**config.mk**
```make
export PLATFORM = sky130hd
export DESIGN_NAME = run_sequencer
export DESIGN_NICKNAME = d
export VERILOG_FILES = /design/src/rtl/run_seq_pkg.sv /design/src/rtl/run_sequencer_cyc_counter.sv /design/src/rtl/run_sequencer.sv
export SDC_FILE = /design/constraint.sdc
export NUM_CORES = 1
export LEC_CHECK = 0
export BUFFER_PORTS_ARGS = -buffer_cell sky130_fd_sc_hd__buf_4
export CAP_MARGIN = 20
export CORE_MARGIN = 5
export CORE_UTILIZATION = 33
export DETAILED_ROUTE_END_ITERATION = 12
export PLACE_DENSITY_LB_ADDON = 0.05
export RECOVER_POWER = 50
export SYNTH_ARGS = -nofsm -noshare
export SYNTH_HDL_FRONTEND = slang
export SYNTH_SLANG_ARGS = --single-unit
```
**constraint.sdc**
```tcl
create_clock -name clk -period 3.1 [get_ports clk]
set_clock_uncertainty 0.1 [all_clocks]
set_input_delay 0.31 -clock clk [delete_from_list [all_inputs] [get_ports clk]]
set_output_delay 0.31 -clock clk [all_outputs]
set_load 0.005 [all_outputs]
```
**src/rtl/run_seq_pkg.sv**
```systemverilog
// Shared types and default parameters for the run sequencer.
package run_seq_pkg;

  typedef enum logic [1:0] {
    IDLE  = 2'd0,
    START = 2'd1,
    RUN   = 2'd2,
    RESP  = 2'd3
  } seq_state_t;

  localparam int          DEF_PW        = 2;
  localparam int          DEF_CW        = 16;
  localparam int          DEF_START_CYC = 2;
  localparam int unsigned DEF_TIMEOUT   = 32'h0000_FFFF;

endpackage

```
**src/rtl/run_sequencer_cyc_counter.sv**
```systemverilog
// Loadable/clearable up-counter with a terminal-match flag.
module cyc_counter #(
  parameter int W = 16
) (
  input  logic         clk,
  input  logic         reset,
  input  logic         clear,
  input  logic         load,
  input  logic [W-1:0] load_val,
  input  logic         inc,
  input  logic [W-1:0] match_val,
  output logic [W-1:0] count,
  output logic         at_match
);

  always_ff @(posedge clk or negedge reset) begin
    if (!reset) begin
      count <= '0;
    end else if (clear) begin
      count <= '0;
    end else if (load) begin
      count <= load_val;
    end else if (inc) begin
      count <= count + 1'b1;
    end
  end

  assign at_match = (count == match_val);

endmodule

```
**src/rtl/run_sequencer.sv**
```systemverilog
// Sequences the core through one program run per request: start pulse,
// cycle counting with watchdog, and a held response until the host takes it.
module run_sequencer
  import run_seq_pkg::*;
#(
  parameter int          PW        = DEF_PW,
  parameter int          CW        = DEF_CW,
  parameter int          START_CYC = DEF_START_CYC,
  parameter int unsigned TIMEOUT   = DEF_TIMEOUT
) (
  input  logic          clk,
  input  logic          reset,
  input  logic          req_valid,
  output logic          req_ready,
  input  logic [PW-1:0] req_prog,
  output logic          rsp_valid,
  input  logic          rsp_ready,
  output logic [CW-1:0] rsp_cycles,
  output logic          rsp_timeout,
  output logic [PW-1:0] rsp_prog,
  output logic          core_start,
  output logic [PW-1:0] core_prog_sel,
  input  logic          core_done,
  output logic          busy
);

  localparam logic [CW-1:0] START_LAST = CW'(START_CYC);
  localparam logic [CW-1:0] RUN_LAST   = CW'(TIMEOUT - 1);
  localparam logic [CW-1:0] TO_VALUE   = CW'(TIMEOUT);

  seq_state_t    state;
  seq_state_t    next_state;
  logic          accept;
  logic          start_done;
  logic          run_to;
  logic [CW-1:0] run_cnt;
  logic [CW-1:0] start_cnt_unused;

  assign accept = (state == IDLE) && req_valid;

  // Hold counter runs 1..START_CYC; only its terminal match matters.
  cyc_counter #(.W(CW)) u_start_cnt (
    .clk       (clk),
    .reset     (reset),
    .clear     (1'b0),
    .load      (accept),
    .load_val  (CW'(1)),
    .inc       ((state == START) && !start_done),
    .match_val (START_LAST),
    .count     (start_cnt_unused),
    .at_match  (start_done)
  );

  // run_cnt holds completed RUN cycles, so a match on TIMEOUT-1 means this is cycle TIMEOUT.
  cyc_counter #(.W(CW)) u_run_cnt (
    .clk       (clk),
    .reset     (reset),
    .clear     ((state == START) && start_done),
    .load      (1'b0),
    .load_val  ('0),
    .inc       ((state == RUN) && !core_done && !run_to),
    .match_val (RUN_LAST),
    .count     (run_cnt),
    .at_match  (run_to)
  );

  always_ff @(posedge clk or negedge reset) begin
    if (!reset) begin
      state <= IDLE;
    end else begin
      state <= next_state;
    end
  end

  always_comb begin
    next_state = state;
    case (state)
      IDLE:  if (req_valid)            next_state = START;
      START: if (start_done)           next_state = RUN;
      RUN:   if (core_done || run_to)  next_state = RESP;
      RESP:  if (rsp_ready)            next_state = IDLE;
      default:                         next_state = IDLE;
    endcase
  end

  // Outputs decode only the state register, so none follows an input combinationally.
  always_comb begin
    req_ready  = (state == IDLE);
    core_start = (state == START);
    rsp_valid  = (state == RESP);
    busy       = (state != IDLE);
  end

  always_ff @(posedge clk or negedge reset) begin
    if (!reset) begin
      core_prog_sel <= '0;
      rsp_prog      <= '0;
      rsp_cycles    <= '0;
      rsp_timeout   <= 1'b0;
    end else begin
      if (accept) begin
        core_prog_sel <= req_prog;
        rsp_prog      <= req_prog;
      end
      if (state == RUN) begin
        if (core_done) begin
          rsp_cycles  <= run_cnt + 1'b1;
          rsp_timeout <= 1'b0;
        end else if (run_to) begin
          rsp_cycles  <= TO_VALUE;
          rsp_timeout <= 1'b1;
        end
      end
    end
  end

endmodule

```
==> results.env, run 1 <==
WORST_SLEW_MARGIN_REL_PCT=8.296
REMAINING_DRC_ERRORS=0
GRT_SETUP_UNREPAIRED='no'
LAYOUT_MIN_CYCLE_TIME_PS=2315
GLOBALROUTEOVERFLOWTOTAL=0
WORSTHOLDPATHTYPE='primary input to register'
AREA_OF_THE_CORE_SQ_UM=8258
LAYOUT.AREA.SEQ_SQ_UM=1326
SYNTH-SEQ-CELLS=53
GRT_MAX_DEGREE=54
REPORT.FINAL.SETUP_VIOL=0
NUM_VIAS=2172
YOSYSSEQAREASHARE_PCT=47.13
FLOORPLAN.DIE_AREA_SQ_UM=10470
MET1WIRELENGTH_UM=3411
TOPROUTINGLAYERUSED='met4'
SYNTH_ASYNC_SR_FLOP_SHARE_PCT=100.0
LAYOUT-DRIVE-GT1-SHARE_PCT=14.74
SYNTH_MOST_COMMON_CELL='dfrtp_1'
COUNT_OF_ANTENNA_VIOLATING_NETS_LEFT_AFTER_DETAILED_ROUTING=0
IO-PIN-COUNT=32
AREAGROWTHSYNTHTOFINISH_PCT=14.45
SYNTH_LARGEST_AREA_CELL='dfrtp_1'
DETAILEDROUTE.FIRSTITERATIONVIOLATIONS=82
FLOORPLAN.DIE.HEIGHT_UM=102.3
CLK_PIN_SLEW_WORST_PATHS_PS=100
AREA_SHARE_OF_AND_OR_NAND_NOR_CELLS_AFTER_SYNTHESIS_PCT=20.01
POST-ROUTE-PERIOD-UTIL_PCT=74.67
IR_WORST_VDD_mV=0.2929
GRT.TOTAL_USAGE_PCT=13.30
FILLCELLCOUNT=842
TRANSITION_TIME_OF_THE_TIGHTEST_SLEW_CHECK_PIN_PS=1376
MAX_CAP_VIOL_COUNT=0
WORST_EP_ARRIVAL_TIME_PS=2450
DIE_W_UM=102.3
FIRST_PASS_ITERS=4
SYNTH_NETS=300
P_TOTAL_mW=2.421
RUN_STATUS='complete, no violations'
ROUTED-WL-MET2_UM=2682
CRITICAL_PATH_PEAK_FANOUT=17
START_UTIL_PCT=34.08
POST-DP-HPWL_UM=4466
SYNTHDOMINANTCELLAREASHARE_PCT=47.13
CLK_LATENCY_PS=300
FINALHOLDVIOLCOUNT=0
PLACED_CELL_COUNT=409
CTS-ROOT-BUF='clkbuf_8'
GRT_FIRST_PASS_WIRELENGTH_UM=10980
FMAX_MHz=432.0
SYNTH_FA_HA_AREA_SHARE_PCT=4.002
SYNTH_AREA_PER_INST_SQ_UM=9.908
NETLIST-CELL-TYPE-COUNT=42
P_LEAK_nW=1.382
LEADING_CELL_TYPES_BY_TOTAL_AREA_AFTER_SYNTHESIS='dfrtp_1, ha_1, a21oi_1'
VIA_COUNT_OF_THE_FIRST_GLOBAL_ROUTING_PASS=2115
ANTENNA_CELLS_INSERTED=0
ANTENNA_FOUND_INITIAL=0
UTILIZATION_PCT=39.00
CLOCK_SINKS=53
POWERDENSITY_nW_PER_UM2=751.6
COMBINATIONAL_FAMILY_WITH_THE_MOST_AREA_AFTER_SYNTHESIS='simple AND/OR/NAND/NOR gates'
SETUP_TNS_PS=0
POST_DR_WIRELENGTH_CELL_UM=15.34
PORTBUFFERS=31
CRITICAL_PATH.STARTPOINT_TYPE='register'
DRT_WL_TOTAL_UM=6395
DOMINANTREGCELLSYNTH='dfrtp_1'
NETLIST_AREA_SQ_UM=2814
VIA_PER_INST=5.209
CRIT_PATH_END_KIND='register'
CRITICAL_PATH_CLASS='register to register'
SYNTH_XOR_XNOR_AREA_SHARE_PCT=6.536
MULTI_INPUT_COMB_AREA_SQ_UM=1361
MAX-CLOCK-PATH-BUFFERS=2
PLACE_CONGESTION=0.7558
CTS_TREE='built'
SYN_INST=284
MET3ROUTEDLENGTH_UM=232
EDFF_COUNT_SYNTH=0
FIN_MAX_SLEW_VIOS=0
FINAL_NETS=328
REQUIRED_PS=3230
PORTION_OF_NETLIST_AREA_OCCUPIED_BY_MUX_CELLS_PCT=1.289
PLACEMENTROWS=33
CTS_MADE_BUFFERS=5
SYNTH_TOP_CELLS_BY_COUNT='dfrtp_1, nand2_1, a21oi_1'
H_TREE_DEPTH=2
STDCELL_COUNT=417
SYNTH_COMPOUND_GATE_AREA_SHARE_PCT=16.54
SYNTHESIS.YOSYS.WARNINGS=0
==> worst max-delay path: stages, from the launching register on <==
cell,delay (ps)
dfrtp_1,420
inv_1,120
ha_1,170
nor2b_1,330
o41ai_4,240
buf_4,240
or4_1,470
a21oi_1,150
==> cells by family (layout without fill, tap and decap cells) <==
| logic type | Yosys count | in the layout |
|---|---|---|
| AND/OR/NAND/NOR | 102 | 102 |
| AO/OA/AOI/OAI | 68 | 68 |
| flip-flops | 53 | 53 |
| buffers and inverters | 28 | 56 |
| XOR/XNOR | 21 | 21 |
| adder cells (fa/ha/maj) | 9 | 9 |
| multiplexers | 3 | 3 |
==> registers in the layout, indices dropped and copies added, names as in the netlist <==
register and count:
rsp_timeout 1, u_start_cnt.count 16, core_prog_sel 2, state 2
u_run_cnt.count 16, rsp_cycles 16
==> per-layer routing <==
metal | vias to the layer above | global-route usage [%]
met5 | - | 0
met4 | 0 | 3.633
met3 | 6 | 3.208
met2 | 32 | 18.74
met1 | 1049 | 20.19
li1 | 1085 | -
==> power by group <==
group	switching, mW	internal (mW)
logic	0.469	0.496
clock network	0.224	0.178
registers	0.164	0.889
total	0.857	1.56
==> stage by stage <==
stage	hold WS [ps]	area [sq um]	setup slack [ps]
after floorplan	-85.59	2814	968.3
after global placement	321.6	3134	843.6
after detailed placement	320.9	3134	812.5
after CTS	83.33	3231	782.7
after global routing	91.07	3221	586.8
final	90.16	3221	785.3
==> placed cells by master (no fill, tap or decap), drive strengths merged, types with 3 or more instances in the layout <==
| cell | netlist | layout |
|---|---|---|
| clkbuf | 8 | 29 |
| xor2 | 11 | 11 |
| o21ai | 16 | 16 |
| or4 | 6 | 6 |
| o21a | 6 | 6 |
| nor4 | 5 | 5 |
| nand2 | 22 | 22 |
| nand4 | 9 | 9 |
| nor2 | 15 | 15 |
| xnor2 | 10 | 10 |
| o22a | 10 | 10 |
| inv | 12 | 12 |
| and3 | 3 | 3 |
| buf | 8 | 14 |
| nand3 | 18 | 18 |
| dfrtp | 53 | 53 |
| ha | 9 | 9 |
| or3 | 15 | 15 |
| and4 | 5 | 5 |
| a21oi | 20 | 20 |
| o31ai | 3 | 3 |
==> layout make-up <==
cell class                 count  area share, %
tap                          105          4.079
timing repair buffer          37          8.392
inverter                      12          1.399
sequential                    53          41.18
multi-input combinational    203          42.27
clock buffer                   7          2.681
==> path summary, 6_finish.rpt <==
| kind | startpoint | end | slack (ps) | cells after the start |
|---|---|---|---|---|
| max | state[0]$_DFFE_PN0P_ | u_run_cnt.count[10]$_DFFE_PN0P_ | 790 | 7 |
| min | req_prog[0] | core_prog_sel[0]$_DFFE_PN0P_ | 90 | 3 |
| max reg2reg | state[0]$_DFFE_PN0P_ | u_run_cnt.count[10]$_DFFE_PN0P_ | 790 | 7 |
| min reg2reg | rsp_cycles[2]$_DFFE_PN0P_ | rsp_cycles[2]$_DFFE_PN0P_ | 400 | 1 |
| max in group asynchronous | reset | u_start_cnt.count[10]$_DFFE_PN0P_ | 1320 | 2 |
| min in group asynchronous | reset | rsp_cycles[9]$_DFFE_PN0P_ | 760 | 2 |
==> repair_timing <==
item                                   4_1_cts  5_1_grt
endpoints found under the hold margin       53        0
resized for setup                            0        0
hold buffers                                 1        0
setup buffers                                0        0
No activity file was read; power rests on OpenSTA's default activity.
==> run 2, diff against run 1 <==
Clock period 3.1 ns to 2 ns, I/O delays scaled along.
==> results.env, run 2 (synthesis gave the netlist of run 1 again) <==
RUN_STATUS='complete, no violations'
LAYOUT.CELLS.MOST_COMMON_LIST='dfrtp_1, buf_4, nand2_1, a21oi_1'
POST_DR_WIRELENGTH_CELL_UM=14.76  # -3.7%
ANTENNA_FOUND_INITIAL=0  # unchanged
FINAL_CRITICAL_PATH_SETUP_SLACK_PS=84.31  # -701.0 ps
CLK_LATENCY_PS=310  # about the same
DETAILEDROUTE.FIRSTITERATIONVIOLATIONS=103  # +26%
PLACE_CONGESTION=0.7498  # -0.79%
CP_CELL_SEQUENCE='inv_2 > ha_1 > nand4_1 > o41ai_4 > buf_12 > or4_4 > a21oi_2'
DIE_W_UM=102.3  # unchanged
ANTENNA_CELLS_INSERTED=0  # unchanged
WORST_PATH_DOMINANT_CELL_FAMILY='simple AND/OR/NAND/NOR gates'
CLK_PIN_SLEW_WORST_PATHS_PS=110  # about the same
FMAX_MHz=522.0  # +21%
CTS_MADE_BUFFERS=5  # unchanged
NUM_VIAS=2321  # +6.9%
PATH_BUF_INV=2  # unchanged
LAYOUT_MIN_CYCLE_TIME_PS=1916  # -399.0 ps
CTS_TREE='built'
FLOORPLAN.DIE.HEIGHT_UM=102.3  # unchanged
VIA_PER_INST=5.169  # -0.76%
DPL_WORST_SLACK_PS=69.82  # -742.7 ps
FINALHOLDVIOLCOUNT=0  # unchanged
GRT_FIRST_PASS_WIRELENGTH_UM=11510  # +4.8%
PLACEMENTROWS=33  # unchanged
UTILIZATION_PCT=43.18  # +4.2 points
TRANSITION_TIME_OF_THE_TIGHTEST_SLEW_CHECK_PIN_PS=1237  # -138.1 ps
REQUIRED_PS=2140  # -1090 ps
FINAL_AREA_SQ_UM=3566  # +11%
WORST_EP_ARRIVAL_TIME_PS=2060  # -390 ps
REPORT.FINAL.SETUP_VIOL=0  # unchanged
LAYOUT_TOP_REGISTERS='rsp_cycles x16, u_run_cnt.count x16, u_start_cnt.count x16'
WORSTHOLDPATHTYPE='primary input to register'
LAYOUT-DRIVE-GT1-SHARE_PCT=26.16  # +11 points
CRITICAL-PATH-MAX-STAGE-DELAY_PS=480  # about the same
REMAINING_DRC_ERRORS=0  # unchanged
P_TOTAL_mW=4.112  # +70%
VIA_COUNT_OF_THE_FIRST_GLOBAL_ROUTING_PASS=2248  # +6.3%
MAX_CAP_VIOL_COUNT=0  # unchanged
AREA_OF_THE_CORE_SQ_UM=8258  # unchanged
DRT_WL_TOTAL_UM=6628  # +3.6%
POWERDENSITY_nW_PER_UM2=1153  # +53%
GRT_SETUP_UNREPAIRED='yes'
GRT.TOTAL_USAGE_PCT=13.86  # +0.56 points
GRT_MAX_DEGREE=54  # unchanged
FIRST_PASS_ITERS=4  # unchanged
GLOBALROUTEOVERFLOWTOTAL=0  # unchanged
MAX-CLOCK-PATH-BUFFERS=2  # unchanged
CRITICAL_PATH_CLASS='register to register'
PORTBUFFERS=31  # unchanged
CTS-ROOT-BUF='clkbuf_8'
CRIT_PATH_END_KIND='register'
WORST_SLEW_MARGIN_REL_PCT=17.50  # +9.2 points
H_TREE_DEPTH=2  # unchanged
DPL_CELL_AREA_SQ_UM=3372  # +7.6%
AREAGROWTHSYNTHTOFINISH_PCT=26.72
COUNT_OF_ANTENNA_VIOLATING_NETS_LEFT_AFTER_DETAILED_ROUTING=0  # unchanged
CLOCK_SINKS=53  # unchanged
FILLCELLCOUNT=833  # -1.1%
CPMAXSTAGEDELAYCELL='or4_4'
POST-ROUTE-PERIOD-UTIL_PCT=95.78  # +21 points
CRITICAL_PATH_PEAK_FANOUT=27  # +10
REG2REG_SETUP_SLACK_PS=80  # -700 ps
P_LEAK_nW=1.564  # +13%
CRITICAL_PATH.STARTPOINT_TYPE='register'
FLOORPLAN.DIE_AREA_SQ_UM=10470  # unchanged
FINAL_NETS=359  # +9.5%
START_UTIL_PCT=34.08  # unchanged
POST-DP-HPWL_UM=4650  # +4.1%
IO-PIN-COUNT=32  # unchanged
FIN_MAX_SLEW_VIOS=0  # unchanged
IR_WORST_VDD_mV=0.6134  # +110%
[run 2: changes by cell type in the layout (fill, tap and decap cells not counted), sizes merged]
cell | before | now
bufinv | 0 | 1
clkbuf | 29 | 16
clkinv | 0 | 1
clkinvlp | 0 | 1
buf | 14 | 54
dlygate4sd3 | 1 | 3
[run 2: routing by layer]
layer	up-vias	part of all wire [%]	GRT usage, %
met5	-	0	0
met4	0	0.63	3.633
met1	1139	54	21.07
met3	2	2.7	2.935
met2	30	43	19.89
li1	1150	-	-
[run 2: worst paths after layout]
kind	depth (start not counted)	startpoint	end
worst min register to register	1	rsp_cycles[3]$_DFFE_PN0P_	rsp_cycles[3]$_DFFE_PN0P_
max in group asynchronous	2	reset	u_run_cnt.count[1]$_DFFE_PN0P_
min in group asynchronous	2	reset	u_run_cnt.count[9]$_DFFE_PN0P_
worst max-delay path	7	u_run_cnt.count[0]$_DFFE_PN0P_	u_run_cnt.count[13]$_DFFE_PN0P_
worst min-delay path	2	core_done	rsp_timeout$_DFFE_PN0P_
worst max register to register	7	u_run_cnt.count[0]$_DFFE_PN0P_	u_run_cnt.count[13]$_DFFE_PN0P_
[run 2: final cells by class]
type                       count  area (sq um)  share of cell area, %
clock inverter                 3         46.29                  1.298
inverter                      12         45.04                  1.263
tap                          105         131.4                  3.684
multi-input combinational    203          1405                  39.40
sequential                    53          1329                  37.26
timing repair buffer          68         540.5                  15.16
clock buffer                   5         68.82                  1.930
[run 2: worst register-to-register path, stage by stage (launching register included)]
cell and delay, ps:
dfrtp_1 420, inv_2 50, ha_1 200, nand4_1 170, o41ai_4 110, buf_12 170
or4_4 490, a21oi_2 150
[run 2: timing repair]
item / in CTS / in global routing
endpoints found under the hold margin: 55 / 0
gates resized for setup: 0 / 12
setup endpoints to repair: 0 / 21
hold buffers: 3 / 0
buffers inserted: 0 / 1
[run 2: metrics by stage]
| stage | hold WS (ps) | setup TNS [ps] | std cells |
|---|---|---|---|
| 2_1_floorplan | -195.6 | -43.07 | 284 |
| 3_3_place_gp | 212.8 | 0 | 437 |
| 3_5_place_dp | 207.3 | 0 | 437 |
| 4_1_cts | 51.54 | 0 | 448 |
| 5_1_grt | 84.86 | -85.36 | 449 |
| 6_report | 67.61 | 0 | 449 |
[run 2: power by group]
part	switching (mW)	leakage (nW)	internal, mW
sequential	0.238	0.680	1.38
clock	0.391	0.0543	0.376
combinational	0.782	0.829	0.946
total	1.41	1.56	2.70
